## src/rtl/fp_pkg.sv

```systemverilog
// Shared constants and FSM state type for the single-precision divider.
package fp_pkg;
    localparam int EXP_BIAS = 127;
    localparam int EXP_W    = 8;
    localparam int MANT_W   = 23;

    localparam logic [31:0] QNAN    = 32'h7FC0_0000;
    localparam logic [31:0] POS_INF = 32'h7F80_0000;

    typedef enum logic [2:0] {
        S_IDLE,
        S_UNPACK,
        S_DIVIDE,
        S_NORM,
        S_ROUND,
        S_DONE
    } state_e;
endpackage

```

## src/rtl/fp_div_if.sv

```systemverilog
// Start/done operation bus shared by the FPU operation units.
interface fp_div_if;
    logic        start;
    logic [31:0] a;
    logic [31:0] b;
    logic [31:0] r;
    logic        done;
    logic        busy;
    logic        div_zero;
    logic        ovf;
    logic        unf;

    modport master (output start, a, b, input r, done, busy, div_zero, ovf, unf);
    modport slave  (input start, a, b, output r, done, busy, div_zero, ovf, unf);
endinterface

```

## src/rtl/mant_divider.sv

```systemverilog
// Restoring mantissa divider core: one quotient bit per step, remainder kept 25 bits wide.
module mant_divider
    import fp_pkg::*;
#(
    parameter int ITER = 27
) (
    input  logic              clk,
    input  logic              rst_n,
    input  logic              load_i,
    input  logic              step_i,
    input  logic [MANT_W:0]   ma_i,
    input  logic [MANT_W:0]   mb_i,
    output logic [ITER-1:0]   q_o,
    output logic [MANT_W+1:0] rem_o,
    output logic              rem_zero_o
);
    logic [MANT_W+1:0] rem_q, rem_d, diff;
    logic [MANT_W:0]   mb_q;
    logic [ITER-1:0]   q_q, q_d;
    logic              ge;

    always_comb begin
        ge    = (rem_q >= {1'b0, mb_q});
        diff  = ge ? rem_q - {1'b0, mb_q} : rem_q;
        rem_d = diff << 1;
        q_d   = {q_q[ITER-2:0], ge};
    end

    always_ff @(posedge clk or negedge rst_n) begin
        if (!rst_n) begin
            rem_q <= '0;
            mb_q  <= '0;
            q_q   <= '0;
        end else if (load_i) begin
            rem_q <= {1'b0, ma_i};
            mb_q  <= mb_i;
            q_q   <= '0;
        end else if (step_i) begin
            rem_q <= rem_d;
            q_q   <= q_d;
        end
    end

    assign q_o        = q_q;
    assign rem_o      = rem_q;
    assign rem_zero_o = (rem_q == '0);
endmodule

```

## src/rtl/fp_div.sv

```systemverilog
// Sequential IEEE-754 single divider, RNE rounding, denormals flushed to zero.
// Define FP_DIV_SPECIALS_EN to decode exponent-255 operands as infinities/NaNs.
//   state  | meaning
//   IDLE   | wait for start, latch operands
//   UNPACK | decode operands, early exit on zero/special operands
//   DIVIDE | one quotient bit per cycle for ITER cycles
//   NORM   | align quotient, extract guard and sticky
//   ROUND  | round to nearest even, range check, write R and flags
//   DONE   | one-cycle done pulse
module fp_div
    import fp_pkg::*;
#(
    parameter int ITER = 27
) (
    input  logic    clk,
    input  logic    rst_n,
    fp_div_if.slave bus
);
    state_e             state_q;
    logic [31:0]        a_q, b_q, r_q;
    logic               sign_q, done_q, busy_q, div_zero_q, ovf_q, unf_q;
    logic               guard_q, sticky_q;
    logic signed [9:0]  exp_q;
    logic [4:0]         cnt_q;
    logic [MANT_W-1:0]  frac_q;

    logic [EXP_W-1:0]   ea, eb;
    logic               a_zero, b_zero, sign_d, early_d, div_zero_d;
    logic signed [9:0]  exp_d;
    logic [31:0]        early_r_d;
`ifdef FP_DIV_SPECIALS_EN
    logic               a_inf, b_inf, a_nan, b_nan;
`endif

    always_comb begin
        ea         = a_q[MANT_W +: EXP_W];
        eb         = b_q[MANT_W +: EXP_W];
        a_zero     = (ea == '0);
        b_zero     = (eb == '0);
        sign_d     = a_q[31] ^ b_q[31];
        exp_d      = {2'b00, ea} - {2'b00, eb} + 10'(EXP_BIAS);
`ifdef FP_DIV_SPECIALS_EN
        a_inf      = (ea == '1) && (a_q[MANT_W-1:0] == '0);
        b_inf      = (eb == '1) && (b_q[MANT_W-1:0] == '0);
        a_nan      = (ea == '1) && (a_q[MANT_W-1:0] != '0);
        b_nan      = (eb == '1) && (b_q[MANT_W-1:0] != '0);
`endif
        early_d    = 1'b1;
        div_zero_d = 1'b0;
        early_r_d  = {sign_d, 31'd0};
        if (a_zero && b_zero) early_r_d = QNAN;
`ifdef FP_DIV_SPECIALS_EN
        else if (a_nan || b_nan || (a_inf && b_inf)) early_r_d = QNAN;
        else if (a_inf) early_r_d = POS_INF | {sign_d, 31'd0};
        else if (b_inf) early_r_d = {sign_d, 31'd0};
`endif
        else if (b_zero) begin
            early_r_d  = POS_INF | {sign_d, 31'd0};
            div_zero_d = 1'b1;
        end
        else if (a_zero) early_r_d = {sign_d, 31'd0};
        else early_d = 1'b0;
    end

    logic [ITER-1:0]   quo;
    logic [MANT_W+1:0] rem_unused;
    logic              rem_zero;

    mant_divider #(.ITER(ITER)) u_div (
        .clk        (clk),
        .rst_n      (rst_n),
        .load_i     (state_q == S_UNPACK),
        .step_i     (state_q == S_DIVIDE),
        .ma_i       ({1'b1, a_q[MANT_W-1:0]}),
        .mb_i       ({1'b1, b_q[MANT_W-1:0]}),
        .q_o        (quo),
        .rem_o      (rem_unused),
        .rem_zero_o (rem_zero)
    );

    // qn drops the leading one; it holds fraction, guard and sticky bits.
    logic [ITER-2:0]   qn;
    logic signed [9:0] exp_n;
    logic              inc, carry;
    logic [MANT_W-1:0] frac_rnd;
    logic signed [9:0] exp_rnd;

    always_comb begin
        qn      = quo[ITER-1] ? quo[ITER-2:0] : {quo[ITER-3:0], 1'b0};
        exp_n   = quo[ITER-1] ? exp_q : exp_q - 10'sd1;
        inc     = guard_q & (sticky_q | frac_q[0]);
        {carry, frac_rnd} = {1'b0, frac_q} + {{MANT_W{1'b0}}, inc};
        exp_rnd = carry ? exp_q + 10'sd1 : exp_q;
    end

    always_ff @(posedge clk or negedge rst_n) begin
        if (!rst_n) begin
            state_q    <= S_IDLE;
            a_q        <= '0;
            b_q        <= '0;
            r_q        <= '0;
            sign_q     <= 1'b0;
            exp_q      <= '0;
            cnt_q      <= '0;
            frac_q     <= '0;
            guard_q    <= 1'b0;
            sticky_q   <= 1'b0;
            done_q     <= 1'b0;
            busy_q     <= 1'b0;
            div_zero_q <= 1'b0;
            ovf_q      <= 1'b0;
            unf_q      <= 1'b0;
        end else begin
            done_q <= 1'b0;
            case (state_q)
                S_IDLE: if (bus.start) begin
                    a_q        <= bus.a;
                    b_q        <= bus.b;
                    div_zero_q <= 1'b0;
                    ovf_q      <= 1'b0;
                    unf_q      <= 1'b0;
                    busy_q     <= 1'b1;
                    state_q    <= S_UNPACK;
                end
                S_UNPACK: begin
                    sign_q <= sign_d;
                    exp_q  <= exp_d;
                    if (early_d) begin
                        r_q        <= early_r_d;
                        div_zero_q <= div_zero_d;
                        done_q     <= 1'b1;
                        state_q    <= S_DONE;
                    end else begin
                        cnt_q   <= 5'(ITER - 1);
                        state_q <= S_DIVIDE;
                    end
                end
                S_DIVIDE: begin
                    if (cnt_q == '0) state_q <= S_NORM;
                    else             cnt_q   <= cnt_q - 5'd1;
                end
                S_NORM: begin
                    frac_q   <= qn[ITER-2 -: MANT_W];
                    guard_q  <= qn[ITER-2-MANT_W];
                    sticky_q <= (|qn[ITER-3-MANT_W:0]) | ~rem_zero;
                    exp_q    <= exp_n;
                    state_q  <= S_ROUND;
                end
                S_ROUND: begin
                    if (exp_rnd >= 10'sd255) begin
                        r_q   <= POS_INF | {sign_q, 31'd0};
                        ovf_q <= 1'b1;
                    end else if (exp_rnd <= 10'sd0) begin
                        r_q   <= {sign_q, 31'd0};
                        unf_q <= 1'b1;
                    end else begin
                        r_q <= {sign_q, exp_rnd[EXP_W-1:0], frac_rnd};
                    end
                    done_q  <= 1'b1;
                    state_q <= S_DONE;
                end
                S_DONE: begin
                    busy_q  <= 1'b0;
                    state_q <= S_IDLE;
                end
                default: state_q <= S_IDLE;
            endcase
        end
    end

    assign bus.r        = r_q;
    assign bus.done     = done_q;
    assign bus.busy     = busy_q;
    assign bus.div_zero = div_zero_q;
    assign bus.ovf      = ovf_q;
    assign bus.unf      = unf_q;
endmodule
```

## src/flat_wrapper.sv

```systemverilog
// flat-port wrapper written by rule: the top's interface ports become plain ports
module fp_div_flat import fp_pkg::*;
#(
    parameter int ITER = 27
)
  (clk, rst_n, bus_start, bus_a, bus_b, bus_r, bus_done, bus_busy, bus_div_zero, bus_ovf, bus_unf);
  fp_div_if bus_i ();
  input  logic clk;
  input  logic rst_n;
  input wire logic [$bits(bus_i.start)-1:0] bus_start;
  input wire logic [$bits(bus_i.a)-1:0] bus_a;
  input wire logic [$bits(bus_i.b)-1:0] bus_b;
  output wire logic [$bits(bus_i.r)-1:0] bus_r;
  output wire logic [$bits(bus_i.done)-1:0] bus_done;
  output wire logic [$bits(bus_i.busy)-1:0] bus_busy;
  output wire logic [$bits(bus_i.div_zero)-1:0] bus_div_zero;
  output wire logic [$bits(bus_i.ovf)-1:0] bus_ovf;
  output wire logic [$bits(bus_i.unf)-1:0] bus_unf;
  assign bus_i.start = bus_start;
  assign bus_i.a = bus_a;
  assign bus_i.b = bus_b;
  assign bus_r = bus_i.r;
  assign bus_done = bus_i.done;
  assign bus_busy = bus_i.busy;
  assign bus_div_zero = bus_i.div_zero;
  assign bus_ovf = bus_i.ovf;
  assign bus_unf = bus_i.unf;
  fp_div #(.ITER(ITER)) u_core (.clk(clk), .rst_n(rst_n), .bus(bus_i));
endmodule
```

## config.mk

```make
export PLATFORM = sky130hd
export DESIGN_NAME = fp_div_flat
export DESIGN_NICKNAME = d
export VERILOG_FILES = /design/src/rtl/fp_pkg.sv /design/src/rtl/fp_div_if.sv /design/src/rtl/mant_divider.sv /design/src/rtl/fp_div.sv /design/src/flat_wrapper.sv
export SDC_FILE = /design/constraint.sdc
export NUM_CORES = 1
export LEC_CHECK = 0
export CAP_MARGIN = 20
export CELL_PAD_IN_SITES_DETAIL_PLACEMENT = 1
export CELL_PAD_IN_SITES_GLOBAL_PLACEMENT = 1
export CORE_ASPECT_RATIO = 1.25
export CORE_MARGIN = 2
export CORE_UTILIZATION = 35
export DETAILED_ROUTE_END_ITERATION = 7
export GPL_ROUTABILITY_DRIVEN = 0
export PLACE_DENSITY_LB_ADDON = 0.3
export RECOVER_POWER = 50
export SLEW_MARGIN = 40
export SYNTH_ARGS = -nofsm -noshare
export SYNTH_HDL_FRONTEND = slang
export SYNTH_SLANG_ARGS = --single-unit
```

## constraint.sdc

```tcl
create_clock -name clk -period 3.05 [get_ports clk]
set_clock_uncertainty 0.15 [all_clocks]
set_input_delay 0.61 -clock clk [delete_from_list [all_inputs] [get_ports clk]]
set_output_delay 0.61 -clock clk [all_outputs]
set_load 0.01 [all_outputs]
```

---- Word-level counts from Yosys, hierarchy flattened ----
Cells that the tools add are included.
word-level totals
  bits in registers ....................... 221
  bits of input ports ..................... 67
  output and inout port bits .............. 37
  word-level logic and storage cells ...... 108
operators by class
  $add $sub $neg .......................... 7
  order comparisons ....................... 3
  equality and inequality tests ........... 14
  mux-type cells .......................... 39
  bitwise operators ....................... 5
  reduce and logical (&&, ||, !) cells .... 22
operators with widths
  operator               count
  $mux 31                3
  $mux 32                2
  $pmux 32 s2            1
  $mux 27                2
  $mux 25                2
  $mux 26                1
  $ge 25x24->1           1
  $logic_not 25->1       1
  $add 23x1->24          1
  $mux 24                1
  $sub 24x24->24         1
  $mux 10                2
  $pmux 10 s2            1
  $logic_not 8->1        2
  $pmux 3 s5             1
  $mux 1                 12
  $reduce_bool 2->1      6
  $add 10x2->10 const B  1
  $add 10x7->10 const B  1
  $ge 10x9->1 const B    1
  $le 10x1->1 const B    1
  $mux 5                 2
  $ne 2x2->1 const B     5
  $pmux 1 s2             5
  other kinds (20)       34

---- Depth between registers and ports, before layout ----
Gate-level depths: netlist of run 1.
  depth in word-level cells ............... 8
  mapped depth ............................ 12
  mapped depth without buffers ............ 12

---- Hierarchy ----
From an unflattened synthesis of run 1, not the netlist that was laid out.
second synthesis, totals
  cell total of the unflattened synthesis .. 1357
  area total of the unflattened synthesis .. 12177.9 um^2
modules (own cells, without submodules)
  module        times used  cells an instance  area each (um^2)  sequential area each (um^2)
  fp_div        1           833                7509.7            3628.5
  mant_divider  1           524                4668.2            1901.8

---- Worst setup path after synthesis of run 1 ----
OpenSTA, ideal clock, no wires.
  kind .................................... flip-flop to flip-flop
  start point ............................. register u_core.frac_q[0]
  end point ............................... register u_core.r_q[11] (netlist: u_core.bus.r[11])
  data arrival time ....................... 2640 ps
  data required time ...................... 2781 ps
  slack ................................... 141 ps
  stages on the path, launching flop included .. 12
  path buffers ............................ 1
  cells stage by stage .................... dfrtp_1 -> o21a_1 -> ha_1 -> nand3_2 -> or4_4 -> or4_4 -> a2111oi_4 -> o22ai_2 -> nand2b_4 -> nand2b_4 -> buf_12 -> o21ai_2
between the ends
  longest elaborated chain between the ends .. 8
  elaborated cells between the ends (all ways) .. 9
RTL lines
  what                    line           source
  from (decl)             fp_div.sv:25   logic [MANT_W-1:0] frac_q;
  from (signal assigned)  fp_div.sv:143  frac_q <= qn[ITER-2 -: MANT_W];
  $or 1x1->1              fp_div.sv:91   inc = guard_q & (sticky_q | frac_q[0]);
  $and 1x1->1             fp_div.sv:91
  $add 23x1->24 *         fp_div.sv:92   {carry, frac_rnd} = {1'b0, frac_q} + {{MANT_W{1'b0}}, inc};
  $mux 10                 fp_div.sv:93   exp_rnd = carry ? exp_q + 10'sd1 : exp_q;
  $le 10x1->1             fp_div.sv:153  end else if (exp_rnd <= 10'sd0) begin
  $mux 31                 fp_div.sv:153
  $mux 31 *               fp_div.sv:150  if (exp_rnd >= 10'sd255) begin
  $pmux 32 s2 *           fp_div.sv:115  case (state_q)
  to (signal assigned)    fp_div.sv:151  r_q <= POS_INF | {sign_q, 31'd0};
  to (signal assigned)    fp_div.sv:154  r_q <= {sign_q, 31'd0};
  to (signal assigned)    fp_div.sv:157  r_q <= {sign_q, exp_rnd[EXP_W-1:0], frac_rnd};
  to (decl)               fp_div.sv:20   logic [31:0] a_q, b_q, r_q;
Every way passes the cells marked *; elsewhere a longest branch is shown, timed or not.
A chain may end at the register's enable or synchronous reset.

---- Worst setup path in the final report of run 1 ----
  start point ............................. register u_core.u_div.rem_q[18] (netlist: u_core.u_div.rem_o[18])
  end point ............................... register u_core.u_div.rem_q[2] (netlist: u_core.u_div.rem_o[2])
between the ends
  longest elaborated chain between the ends .. 4
RTL lines
  what                    line                source
  from (decl)             mant_divider.sv:17  logic [MANT_W+1:0] rem_q, rem_d, diff;
  from (signal assigned)  mant_divider.sv:35  rem_q <= {1'b0, ma_i};
  from (signal assigned)  mant_divider.sv:39  rem_q <= rem_d;
  $ge 25x24->1            mant_divider.sv:23  ge = (rem_q >= {1'b0, mb_q});
  $mux 24                 mant_divider.sv:24  diff = ge ? rem_q - {1'b0, mb_q} : rem_q;
  $mux 25                 mant_divider.sv:38  end else if (step_i) begin
  $mux 25                 mant_divider.sv:34  end else if (load_i) begin
No other way between the ends. The select of a mux whose other input is x is not followed.

==> results of run 1 <==
[cell usage in the layout, fill, tap and decap left out, types with 16 or more instances in the layout]
cell type	instances
a21oi_1	39
a22o_1	28
a22oi_1	22
buf_4	64
clkbuf_16	25
clkdlybuf4s50_1	102
dfrtp_1	221
ha_1	32
inv_1	54
mux2i_1	45
nand2_1	306
nand3_1	17
nand4_1	16
nor2_1	70
nor3_1	16
o21ai_0	108
o21ai_2	20
xnor2_1	41
xor2_1	18
[cells by family after synthesis]
logic type / synth area share (%)
AND/OR/NAND/NOR: 19.5
adder cells (fa/ha/maj): 4.45
buffers and inverters: 4.43
flip-flops: 46.6
multiplexers: 3.98
XOR/XNOR: 4.50
AO/OA/AOI/OAI: 16.6
[routing by layer]
metal,GRT usage [%],share of wire [%],up-vias
met1,21.6,42,4768
met2,35.3,53,137
li1,-,-,4751
met3,2.00,2.3,61
met5,0,0,-
met4,5.62,3.1,0
[synthesized netlist by cell type (9+ instances only)]
cell type,number,area [um^2]
nor4_1,13,81.3
ha_1,39,488
clkbuf_1,49,184
o211ai_1,9,67.6
o21a_1,10,75.1
a22oi_1,22,165
nand4_1,16,100
a21oi_1,42,210
o21ai_2,21,184
o21ai_0,111,556
nand3_1,20,100
xor2_1,19,166
nand2_1,306,1150
a22o_1,28,245
xnor2_1,42,368
mux2i_1,45,450
dfrtp_1,221,5530
nor2_1,71,267
inv_1,54,203
nor3_1,17,85.1
[report_power, final]
part           internal, mW  switching, mW  leakage, nW
combinational          3.71           4.78         3.21
clock                  1.79           1.19        0.394
sequential             3.87          0.748         2.85
total                  9.37           6.72         6.46
[final timing paths]
path,start,end,cells past startpoint,slack (ns)
setup / recovery,u_core.u_div.rem_o[18],u_core.u_div.rem_o[2],8,0.08
hold / removal,u_core.u_div.mb_q[23],u_core.u_div.mb_q[23],2,0.31
setup reg to reg,u_core.u_div.rem_o[18],u_core.u_div.rem_o[2],8,0.08
hold reg to reg,u_core.u_div.mb_q[23],u_core.u_div.mb_q[23],2,0.31
max in group asynchronous,rst_n,u_core.a_q[12],3,0.39
min in group asynchronous,rst_n,u_core.exp_q[1],2,0.90
[worst reg2reg max path: cells and delay by family (launching register included)]
| kind | cells | cell delay [ns] |
|---|---|---|
| and+or+nand+nor | 2 | 0.70 |
| buffers and inverters | 1 | 0.16 |
| adders and majority gates | 1 | 0.39 |
| DFF | 1 | 0.43 |
| AOI/OAI and AO/OA | 3 | 0.74 |
| muxes | 1 | 0.32 |
[flip-flops by register name, indices dropped and copies added, names as in the netlist, 3 cells and up]
signal	count
u_core.a_q	32
u_core.u_div.rem_o	25
u_core.state_q	3
u_core.u_div.q_o	27
u_core.u_div.mb_q	24
u_core.exp_q	10
u_core.b_q	32
u_core.bus.r	32
u_core.cnt_q	5
u_core.frac_q	23
[final cells by class]
class / instances / area, um^2 / area share, %
multi-input combinational: 957 / 5950 / 40.6
sequential: 221 / 5530 / 37.7
timing repair buffer: 177 / 1630 / 11.1
clock buffer: 35 / 713 / 4.87
tap: 423 / 529 / 3.61
inverter: 55 / 206 / 1.41
clock inverter: 7 / 91.3 / 0.623
[repair_timing]
item | in CTS | in global routing
endpoints found under the setup margin | 12 | 55
gates resized for setup | 4 | 23
hold buffers | 1 | 0
buffers inserted | 5 | 4
hold endpoints to repair | 54 | 0
pin swaps | 8 | 20
==> summary.txt, run 1 <==
Peak supply drop - 0.000509 V
Clock sinks - 221
Pwr dens - 1100 nW/um^2
Area Growth Syn to Fin - 23.4%
DP Worst Slack - 0.000479 ns
CP Capture Type - register
Core ar. - 33500 um^2
Yosys warnings - 0
Max Clock Freq - 337 MHz
Detailed Place HPWL - 23300 um
Final hold violation count - 0
Final worst path period need - 2.97 ns
Post-synthesis cell type count - 76
Post-synth top flop - dfrtp_1
Final Max Tran Viols - 57
Req. time, crit path - 3.33 ns
Setup violators final - 0
Initial Util - 35.4%
Die Area - 35400 um^2
EDFF count, synth - 0
Vias - 9717
Largest net degree at the start of global routing - 73
Kind of start point of the critical path - register
Dpl cell area - 13700 um^2
Buf+Inv Stages, Crit Path - 1
Min-delay worst type - reg2reg
Final core utilization - 43.7%
Worst skew pair latency - 0.52 ns
CTS buffer count - 25
Delay-heaviest family, CP - compound AO/OA/AOI/OAI gates
DRT iter0 DRCs - 384
Crit path cell chain - ha_1 > nand3_2 > or4_1 > o31ai_2 > o32a_1 > buf_12 > mux2_2 > o21ai_0
Htree depth - 1
Design Area, Final - 14700 um^2
Rows - 75
Measured slew at the worst slew-check pin - 1.63 ns
CTS Root Cell - clkbuf_16
I/O pin cnt - 104
Final net count - 1545
Critical path's slowest cell - or4_1
Layout cells sized above 1 - 12.5%
Post-DRT Antenna Nets - 0
Worst EP arrival - 3.25 ns
Maxcap violations - 1
CP max FO - 8
Syn nets - 1403
Final period util - 97.2%
Routed WL - 32100 um
Routed vias/inst - 5.18
CTS tree - yes
TNS Setup - 0 ns
Remaining DRCs - 0
Status - finished, violations left
Failing checks - max-capacitance violations, max-slew violations
Sequential area share after synthesis - 46.6%
CP Class - reg2reg
Pleak - 6.46 nW
Total track usage - 18.5%
Post-synth ARST share - 100%
Wirelength per Cell - 17.1 um
FILL cells - 3832
Placed insts - 1823
IO Port Bufs - 103
RSZ-0062 raised after global routing - yes
Antenna violations before repair - 0
Total power - 16.1 mW
Clock slew seen by the registers of the worst setup and hold paths - 0.06 ns
Non-Filler Instances - 1875
Via count of the first global-routing pass - 10586
Die height - 210 um
TritonRoute pass-1 iters - 4
Cells after synthesis - 1295
Synthesized flop and latch total - 221
First-pass GRT wire length - 53800 um
Overflow after GRT - 0
PnR worst setup slack - 0.0844 ns
Mapped Area - 11900 um^2
Die X - 169 um
Bufs on Longest Clock Path - 3
CP peak stage delay - 0.55 ns
Worst slew margin - -8.78%
Avg Cell Area, Syn - 9.17 um^2
Ant. Diodes - 0
Hold slack - 0.314 ns
Note: power is estimated with default switching activity, not from simulation.
==> run 2, diff against run 1 <==
--- a/config.mk
+++ b/config.mk
@@ -10,7 +10,7 @@
 export CELL_PAD_IN_SITES_GLOBAL_PLACEMENT = 1
 export CORE_ASPECT_RATIO = 1.25
 export CORE_MARGIN = 2
-export CORE_UTILIZATION = 35
+export CORE_UTILIZATION = 41
 export DETAILED_ROUTE_END_ITERATION = 7
 export GPL_ROUTABILITY_DRIVEN = 0
 export PLACE_DENSITY_LB_ADDON = 0.3
==> run 2 against run 1 <==
The run now ends clean. Clock-buffer cell count fell by 4. Global-route usage increased by 3.3 points. Setup slack lost 0.0013 ns. Critical path type unchanged. Clock power increased by 16%. Fmax hardly changed.
==> summary.txt, run 2 (synthesis results as in run 1) <==
TritonRoute pass-1 iters - 4 (unchanged)
Via count of the first global-routing pass - 10723 (+1.3%)
Clock sinks - 221 (unchanged)
Overflow after GRT - 0 (unchanged)
Min-delay worst type - reg2reg
Worst slew margin - 4.86% (+14 points)
Setup violators final - 0 (unchanged)
Hold slack - 0.310 ns (-0.00453 ns)
Layout cells sized above 1 - 12.0% (-0.53 points)
Req. time, crit path - 3.34 ns (about the same)
Final Max Tran Viols - 0 (-100%)
DRT iter0 DRCs - 370 (-3.6%)
Kind of start point of the critical path - register
CP Class - reg2reg
Final period util - 97.3% (about the same)
Vias - 9872 (+1.6%)
PnR worst setup slack - 0.0831 ns (-0.00128 ns)
Commonest non-fill, non-tap cell in the layout - nand2_1
Routed WL - 32300 um (+0.61%)
Detailed Place HPWL - 23200 um (-0.27%)
FILL cells - 3260 (-15%)
Routed vias/inst - 5.47 (+5.5%)
Core ar. - 28500 um^2 (-15%)
Status - finished, final reports clean
Largest net degree at the start of global routing - 83 (+14%)
Maxcap violations - 0 (-1)
Die Area - 30300 um^2 (-14%)
Worst R2R Setup Slack - 0.08 ns (about the same)
Final worst path period need - 2.97 ns (+0.00128 ns)
IO Port Bufs - 103 (unchanged)
Htree depth - 1 (unchanged)
Total track usage - 21.8% (+3.3 points)
Die height - 194 um (-7.5%)
Initial Util - 41.7% (+6.2 points)
Pleak - 6.50 nW (+0.68%)
Measured slew at the worst slew-check pin - 1.43 ns (-0.205 ns)
CTS buffer count - 24 (-4.0%)
Wirelength per Cell - 17.9 um (+4.5%)
Clock slew seen by the registers of the worst setup and hold paths - 0.07 ns (about the same)
Final net count - 1540 (-0.32%)
Non-Filler Instances - 1805 (-3.7%)
Area of the multi-input gates - 5920 um^2 (-0.50%)
CTS Root Cell - clkbuf_16
Dpl cell area - 13600 um^2 (-0.68%)
I/O pin cnt - 104 (unchanged)
Placed insts - 1754 (-3.8%)
DP Worst Slack - -0.0345 ns (-0.0350 ns)
Worst skew pair latency - 0.52 ns (about the same)
Post-DRT Antenna Nets - 0 (unchanged)
Antenna violations before repair - 0 (unchanged)
Reg area - 5530 um^2 (unchanged)
Max Clock Freq - 337 MHz (about the same)
Peak supply drop - 0.000600 V (+18%)
Remaining DRCs - 0 (unchanged)
CP Capture Type - register
CP max FO - 10 (+2)
Commonest cells after routing, fill and taps aside - nand2_1 (306), dfrtp_1 (221), o21ai_0 (107)
Pwr dens - 1130 nW/um^2 (+2.9%)
Worst EP arrival - 3.26 ns (about the same)
Final hold violation count - 0 (unchanged)
First-pass GRT wire length - 53900 um (+0.23%)
Area Growth Syn to Fin - 23.3% (about the same)
Rows - 69 (-8.0%)
Design Area, Final - 14600 um^2 (about the same)
Die X - 156 um (-7.4%)
Bufs on Longest Clock Path - 3 (unchanged)
CTS tree - yes
Ant. Diodes - 0 (unchanged)
## run 2: worst paths after layout
kind / startpoint / end / cells after the start
max: u_core.frac_q[0] / u_core.bus.r[4] / 12
min: u_core.u_div.mb_q[23] / u_core.u_div.mb_q[23] / 2
max reg2reg: u_core.frac_q[0] / u_core.bus.r[4] / 12
min reg2reg: u_core.u_div.mb_q[23] / u_core.u_div.mb_q[23] / 2
max in group asynchronous: rst_n / u_core.frac_q[7] / 3
min in group asynchronous: rst_n / u_core.exp_q[2] / 2
## run 2: area by class of cell
type / instances / area share (%)
well taps: 355 / 3.03
repair buffers: 173 / 10.8
inverters: 55 / 1.41
clock buffers: 31 / 4.63
flip-flops and latches: 221 / 37.8
clock inverters: 13 / 1.86
multi-input cells: 957 / 40.5
## run 2: report_power, final
part | leakage (nW) | internal, mW | total, mW | switching (mW)
Clock | 0.466 | 2.25 | 3.47 | 1.22
Combinational | 3.18 | 3.66 | 8.43 | 4.77
Sequential | 2.85 | 3.87 | 4.63 | 0.757
## run 2: worst max-delay path, cell delays in order, from the launching register on
cell and delay, ns:
dfrtp_1 0.37, o21a_1 0.12, ha_1 0.18, nand3_2 0.09
or4_4 0.57, nor4_4 0.36, buf_4 0.17, nor3_1 0.05
o22ai_2 0.25, nand2b_4 0.07, nand2b_4 0.17, buf_12 0.16
o21ai_0 0.15
## run 2: timing repair
action | 4_1_cts | 5_1_grt
endpoints found under the setup margin | 21 | 39
buffers inserted | 1 | 5
cloned | 0 | 0
hold buffers | 1 | 0
hold endpoints to repair | 46 | 0
resized for setup | 0 | 22
pin swaps | 2 | 11
## run 2: metal layers
| layer | part of all wire, % | GRT usage (%) | up-vias | wire, um |
|---|---|---|---|---|
| li1 | - | - | 4757 | - |
| met5 | 0 | 0 | - | 0 |
| met3 | 2.7 | 2.28 | 54 | 870 |
| met2 | 55 | 42.3 | 156 | 17600 |
| met4 | 2.9 | 6.42 | 0 | 922 |
| met1 | 40 | 24.7 | 4905 | 12900 |
## run 2: per-stage QoR
stage | util (%) | total power [mW] | setup TNS (ns)
6_report | 51.4 | 16.5 | 0
3_3_place_gp | 47.7 | 12.6 | 0
2_1_floorplan | - | 10.3 | 0
5_1_grt | 51.4 | 17.9 | -0.885
4_1_cts | 51.1 | 16.5 | 0
3_5_place_dp | 47.7 | 12.9 | -0.214
